$ cat src/rtl/popcnt_pkg.sv
// Shared constants and helpers for the popcount result FIFO and its statistics block.
package popcnt_pkg;

    localparam int unsigned STAT_W = 16;
    localparam int unsigned DROP_W = 8;

    function automatic int unsigned cnt_w(input int unsigned data_w);
        return $clog2(data_w + 1);
    endfunction

    function automatic logic [STAT_W-1:0] sat_add(input logic [STAT_W-1:0] a,
                                                  input logic [STAT_W-1:0] b);
        logic [STAT_W:0] sum;
        sum = {1'b0, a} + {1'b0, b};
        return sum[STAT_W] ? '1 : sum[STAT_W-1:0];
    endfunction

endpackage

$ cat src/rtl/popcnt_stats.sv
// Running total (saturating) and maximum of accepted popcount results.
module popcnt_stats
    import popcnt_pkg::*;
#(
    parameter int unsigned CNT_W = 4
) (
    input  logic              clk,
    input  logic              rst_n,
    input  logic              clr_i,
    input  logic              push_i,
    input  logic [CNT_W-1:0]  count_i,
    output logic [STAT_W-1:0] total_o,
    output logic [CNT_W-1:0]  max_o
);

    logic [STAT_W-1:0] total_q, total_d;
    logic [CNT_W-1:0]  max_q, max_d;

    // Clear takes priority, so a push coinciding with clear is not counted.
    always_comb begin
        total_d = total_q;
        max_d   = max_q;
        if (clr_i) begin
            total_d = '0;
            max_d   = '0;
        end else if (push_i) begin
            total_d = sat_add(total_q, STAT_W'(count_i));
            if (count_i > max_q) max_d = count_i;
        end
    end

    always_ff @(posedge clk) begin
        if (!rst_n) begin
            total_q <= '0;
            max_q   <= '0;
        end else begin
            total_q <= total_d;
            max_q   <= max_d;
        end
    end

    assign total_o = total_q;
    assign max_o   = max_q;

endmodule

$ cat src/rtl/popcnt_result_fifo.sv
// FWFT result FIFO behind the popcount datapath with drop tracking.
// Statistics logic is built only when POPCNT_STATS_EN is defined.
module popcnt_result_fifo
    import popcnt_pkg::*;
#(
    parameter  int unsigned DATA_W = 8,
    parameter  int unsigned DEPTH  = 4,
    localparam int unsigned CNT_W  = cnt_w(DATA_W),
    localparam int unsigned LVL_W  = $clog2(DEPTH + 1)
) (
    input  logic              clk,
    input  logic              rst_n,
    input  logic              done_i,
    input  logic [CNT_W-1:0]  count_i,
    output logic              res_valid_o,
    input  logic              res_ready_i,
    output logic [CNT_W-1:0]  res_data_o,
    output logic              full_o,
    output logic              empty_o,
    output logic [LVL_W-1:0]  level_o,
    output logic              drop_o,
    output logic [DROP_W-1:0] drop_cnt_o,
    input  logic              stat_clr_i,
    output logic [STAT_W-1:0] stat_total_o,
    output logic [CNT_W-1:0]  stat_max_o
);

    localparam int unsigned PTR_W = $clog2(DEPTH);

    logic [CNT_W-1:0]  mem_q [DEPTH];
    logic [PTR_W-1:0]  wr_ptr_q, wr_ptr_d;
    logic [PTR_W-1:0]  rd_ptr_q, rd_ptr_d;
    logic [LVL_W-1:0]  level_q, level_d;
    logic              drop_q, drop_d;
    logic [DROP_W-1:0] drop_cnt_q, drop_cnt_d;
    logic              push, pop;

    assign empty_o = (level_q == '0);
    assign full_o  = (level_q == LVL_W'(DEPTH));
    assign pop     = !empty_o && res_ready_i;
    assign push    = done_i && (!full_o || pop);

    always_comb begin
        wr_ptr_d   = wr_ptr_q;
        rd_ptr_d   = rd_ptr_q;
        level_d    = level_q;
        drop_d     = done_i && !push;
        drop_cnt_d = drop_cnt_q;
        if (push) wr_ptr_d = wr_ptr_q + PTR_W'(1);
        if (pop)  rd_ptr_d = rd_ptr_q + PTR_W'(1);
        case ({push, pop})
            2'b10:   level_d = level_q + LVL_W'(1);
            2'b01:   level_d = level_q - LVL_W'(1);
            default: level_d = level_q;
        endcase
        if (drop_d && (drop_cnt_q != '1)) drop_cnt_d = drop_cnt_q + DROP_W'(1);
    end

    always_ff @(posedge clk) begin
        if (!rst_n) begin
            wr_ptr_q   <= '0;
            rd_ptr_q   <= '0;
            level_q    <= '0;
            drop_q     <= 1'b0;
            drop_cnt_q <= '0;
        end else begin
            wr_ptr_q   <= wr_ptr_d;
            rd_ptr_q   <= rd_ptr_d;
            level_q    <= level_d;
            drop_q     <= drop_d;
            drop_cnt_q <= drop_cnt_d;
        end
    end

    // Storage needs no reset: the output mux masks it while empty.
    always_ff @(posedge clk) begin
        if (rst_n && push) mem_q[wr_ptr_q] <= count_i;
    end

    assign res_valid_o = !empty_o;
    assign res_data_o  = empty_o ? '0 : mem_q[rd_ptr_q];
    assign level_o     = level_q;
    assign drop_o      = drop_q;
    assign drop_cnt_o  = drop_cnt_q;

`ifdef POPCNT_STATS_EN
    popcnt_stats #(
        .CNT_W (CNT_W)
    ) u_stats (
        .clk     (clk),
        .rst_n   (rst_n),
        .clr_i   (stat_clr_i),
        .push_i  (push),
        .count_i (count_i),
        .total_o (stat_total_o),
        .max_o   (stat_max_o)
    );
`else
    logic unused_stat_clr;
    assign unused_stat_clr = stat_clr_i;
    assign stat_total_o    = '0;
    assign stat_max_o      = '0;
`endif

endmodule
$ cat config.mk
export PLATFORM = sky130hd
export DESIGN_NAME = popcnt_result_fifo
export DESIGN_NICKNAME = d
export VERILOG_FILES = /design/src/rtl/popcnt_pkg.sv /design/src/rtl/popcnt_stats.sv /design/src/rtl/popcnt_result_fifo.sv
export SDC_FILE = /design/constraint.sdc
export NUM_CORES = 1
export LEC_CHECK = 0
export ABC_AREA = 1
export CAP_MARGIN = 20
export CORE_MARGIN = 8
export CORE_UTILIZATION = 48
export DETAILED_ROUTE_END_ITERATION = 10
export GPL_TIMING_DRIVEN = 0
export PLACE_DENSITY = 0.8
export SETUP_SLACK_MARGIN = 0.5
export SLEW_MARGIN = 30
export SYNTH_ARGS = -nofsm -noshare
export SYNTH_HDL_FRONTEND = slang
export SYNTH_SLANG_ARGS = --single-unit
$ cat constraint.sdc
create_clock -name clk -period 1.7 [get_ports clk]
set_input_delay 0.51 -clock clk [delete_from_list [all_inputs] [get_ports clk]]
set_output_delay 0.51 -clock clk [all_outputs]
set_load 0.05 [all_outputs]
* Word level (Yosys, flattened, before mapping) *
Memory sizes are Yosys's and may differ from the RTL's. A register that Yosys moved wholly into a read port is not among the register bits.
Index checks and enable logic that the tools add are counted.

operators by class
  mux-type cells = 6
  equal/unequal tests = 4
  reduce and logical (&&, ||, !) cells = 11
  add/sub/neg operators = 5

operators by type and width
  kind                                                                    count
  8-bit by 1-bit adder with 8-bit output (second input constant)          1
  8-bit inequality test (second input constant)                           1
  3-bit one-hot mux with 2 select lines                                   1
  1-bit logical AND                                                       5
  2-bit by 1-bit adder with 2-bit output (second input constant)          2
  2-bit two-way mux                                                       2
  4-bit two-way mux                                                       1
  3-bit by 1-bit adder with 3-bit output (second input constant)          1
  3-bit equality test (second input constant)                             1
  1-bit zero test                                                         3
  3-bit zero test                                                         1
  3-bit by 1-bit subtractor with 3-bit output (second input constant)     1
  2-bit by 1-bit equality test with 1-bit output (second input constant)  1
  2-bit equality test (second input constant)                             1
  1-bit two-way mux                                                       2
  2-bit nonzero test                                                      1
  1-bit logical OR                                                        1

storage, ports and cells
  word-level logic and storage cells = 32
  input port bits = 9
  flip-flop bits (word level) = 16
  memories = 1
  RAM bits = 16
  output and inout port bits = 39

memory list
  memory  words  bits a word  rd ports  clocked after memory_dff  write ports  line                      source
  mem_q   4      4            1         1                         1            popcnt_result_fifo.sv:30  logic [CNT_W-1:0] mem_q [DEPTH];

* Logic depth before layout (Yosys ltp) *
  depth after elaboration = 8
  gate-level depth with buffers = 11
  gate-level depth less buffers = 11

* Least setup slack after synthesis *
Ideal clock, no wire load.

  path kind = register to output
  start = register level_q[2], in the netlist level_o[2]
  end = output res_data_o[0]
  path slack = -1.102 ns
  data arrival time = 2.292 ns
  data required time = 1.190 ns
  cell stages (with the launch flop) = 5
  cell sequence = dfxtp_1 -> inv_1 -> nand2_2 -> inv_1 -> a21oi_1

between the ends
  longest elaborated chain between the ends = 2

ends and longest elaborated chain
  what                    line                      source
  from (decl)             popcnt_result_fifo.sv:33  logic [LVL_W-1:0] level_q, level_d;
  from (signal assigned)  popcnt_result_fifo.sv:69  level_q <= level_d;
  3-bit zero test         popcnt_result_fifo.sv:38  assign empty_o = (level_q == '0);
  net empty_o             popcnt_result_fifo.sv:19  output logic empty_o,
  4-bit two-way mux       popcnt_result_fifo.sv:81  assign res_data_o = empty_o ? '0 : mem_q[rd_ptr_q];
  to (decl)               popcnt_result_fifo.sv:17  output logic [CNT_W-1:0] res_data_o,

The timed path passes the listed nets, and every way through them passes these cells.

==> results.md <==
* Outcome: finished, violations left
* Failing checks: setup timing
* Slew Limit Fails at 0
* Worst hold slack at 0.551 ns
* Fin Setup TNS at -1.98 ns
* Routability cong. at 0.783
* Synthesized cell area at 0.00176 mm^2
* WL final at 5360 um
* First-pass detailed-route iteration total at 4
* Max VDD drop at 0.000431 V
* Antenna violations before repair at 0
* Vias in the first global route at around 1,600
* Critical path data required time at 1.19 ns
* Synth cell count leaders: nand2_1 (32), nor2_1 (32), inv_1 (26)
* DPL Wire Length at 2910 um
* M2 GR Usage at 28.4%
* Avg Inst Size Synth at 8.41 um^2
* Area growth syn-to-layout at 63.7%
* Post-synth EDFFs at 16
* Final Hold Viols at 0
* Async SR Flop Fraction at 0%
* Port Buffers at 26
* Rows at 22
* Worst skew pair latency at 0.34 ns
* CTS clk-pin slew, worst paths at 0.11 ns
* Fmax at 0.505 GHz
* Leak at 1.24 nW
* Final instance area at 0.00288 mm^2
* Total gr overflow at 0
* Initial Util at 49.1%
* Max-cap violations at 0
* Via density at 5.05
* PD cells at 1020 mW/mm^2
* DRC at 0
* Top cells by area, synth: edfxtp_1 (27%), dfxtp_1 (21%), buf_4 (8.5%), nand2_1 (6.8%), nor2_1 (6.8%)
* Hold_buf cts at 0
* Post-DP Area at 0.00231 mm^2
* Ratio of cells with drive above 1 in the final layout at 48.3%
* Unrepaired setup endpoints after global routing: true
* Routed WL per cell at 15.8 um
* First-pass GRT wire length at 7290 um
* Die H at roughly 76 um
* Vias at 1,706
* CP Max Fanout at 4
* Hold Path Class: reg2reg
* Nets@finish at 304
* Largest net degree at the start of global routing at 12
* CTS tree: yes
* Synthesized flop and latch total at 34
* Tot GR Track Use at between 10% and 20%
* Critical path capture point type: output pin
* CTS H-Tree Depth at 2
* GR peak layer: met2
* Final Cycle Share at 117%
* Die Width at 76.5 um
* Worst setup margin at -0.282 ns
* Placed cell count at 302
* R2R Path Start: level_o[1]
* Final setup fails at 9
* Worst path arrival time at 1.47 ns
* Yosys top cell by area: edfxtp_1
* Syn. warnings at 0
* Cells after Synth at 209
* Critical path startpoint category: flip-flop
* Drt first-iter violations at 74
* Post-synth top area share at 27.4%
* Met1 GRT Util at 14.8%
* Min cycle time layout at between 1.5 and 2 ns
* Core ar. at 0.00358 mm^2
* Max Root-Sink Buffers at 2
* IO Count at 48
* Post-synth cell types at 24
* Met3 Resource Use GR at 4.60%
* Clk sink count at 34
* Crit Path Category: reg2out
* Final Skew at 0.0109 ns
* Clock root cell: clkbuf_4
* Finished Layout Cells at between 300 and 400
* Diodes inserted at 0
* Die Area at 0.00585 mm^2
* Min-delay src: wr_ptr_q[1]
* Synth Flop Type: dfxtp_1
* Inserted Clock Buffers at 5
* Post-DRT Antenna Nets at 0
* Share of the yosys chip area belonging to registers at 47.9%
worst paths after layout:
path                   end  slack [ns]  depth (start not counted)
max          res_data_o[2]       -0.28                          6
min            wr_ptr_q[1]        0.55                          2
max reg2reg     level_o[2]       -0.22                         14
min reg2reg    wr_ptr_q[1]        0.55                          2
per-layer routing:
| layer | up-vias | wire length [um] | share of wire (%) |
|---|---|---|---|
| li1 | 796 | - | - |
| met1 | 813 | 1940 | 36 |
| met2 | 83 | 2950 | 55 |
| met3 | 14 | 353 | 6.6 |
| met4 | 0 | 113 | 2.1 |
| met5 | - | 0 | 0 |
logic make-up after synthesis:
kind of cell	count (synthesis)	synth area share, %
AND/OR/NAND/NOR	85	21.9
buffers and inverters	50	15.1
flip-flops	34	47.9
AO/OA/AOI/OAI	30	8.69
adder cells (fa/ha/maj)	6	4.70
XOR/XNOR	3	1.50
other	1	0.213
repair_timing:
action,CTS,global route
pin swaps,12,16
setup buffers,20,6
resized for setup,190,34
cloned,2,0
endpoints found under the setup margin,52,52
sequential cells by signal (all words and copies together), names as in the netlist, named ones only:
signal	cells
level_o	3
rd_ptr_q	2
drop_o	1
mem_q	16
wr_ptr_q	2
drop_cnt_o	8
final cells by class:
class / instances / area, um^2
Multi-Input combinational cell: 145 / 1000
Sequential cell: 34 / 888
Fill cell: 217 / 702
Timing Repair Buffer: 53 / 573
Buffer: 22 / 179
Inverter: 28 / 123
Tap cell: 48 / 60.1
Clock buffer: 5 / 37.5
Clock inverter: 3 / 16.3
placed cells by master, fill, tap and decap left out, types with 2 or more instances in the layout:
master,netlist,layout
buf_4,20,37
nand2_1,32,27
inv_1,26,21
conb_1,1,20
nor2_1,32,19
edfxtp_1,16,16
buf_8,0,15
buf_6,0,15
dfxtp_4,0,12
a21oi_1,16,9
nor2_4,2,8
nor2_2,0,8
o21ai_1,1,6
nand3_1,10,5
nand4_1,5,5
clkbuf_4,0,5
inv_4,1,4
a21oi_4,0,4
o21ai_2,0,4
ha_1,5,4
clkdlybuf4s50_1,0,4
dfxtp_1,18,4
clkinvlp_4,0,3
nand2_4,0,3
nand3_4,0,3
a21oi_2,0,3
dlygate4sd2_1,0,3
nand2_8,0,2
nand2_2,2,2
nand3_2,0,2
o21ai_0,12,2
xor2_1,2,2
dfxtp_2,0,2
critical path, cell delays in order, from the launching register on:
cell	delay (ns)
dfxtp_2	0.39
buf_6	0.12
nor2_1	0.05
nor2_1	0.14
o21ai_1	0.13
a21oi_4	0.14
buf_6	0.17
per-stage QoR:
stage | util (%) | setup WS (ns) | power (mW)
6_report | 80.4 | -0.282 | 2.94
5_1_grt | 80.4 | -0.341 | 3.06
4_1_cts | 75.7 | -0.221 | 2.70
3_5_place_dp | 64.7 | -0.783 | 2.03
3_3_place_gp | 64.7 | -0.675 | 2.00
2_1_floorplan | - | -0.285 | 1.77
where the power goes:
part           leakage [nW]  internal, mW  switching [mW]
clock                0.0286         0.154           0.280
sequential            0.302         0.908          0.0648
combinational         0.910         0.608           0.927
(Power assumes the default switching activity.)
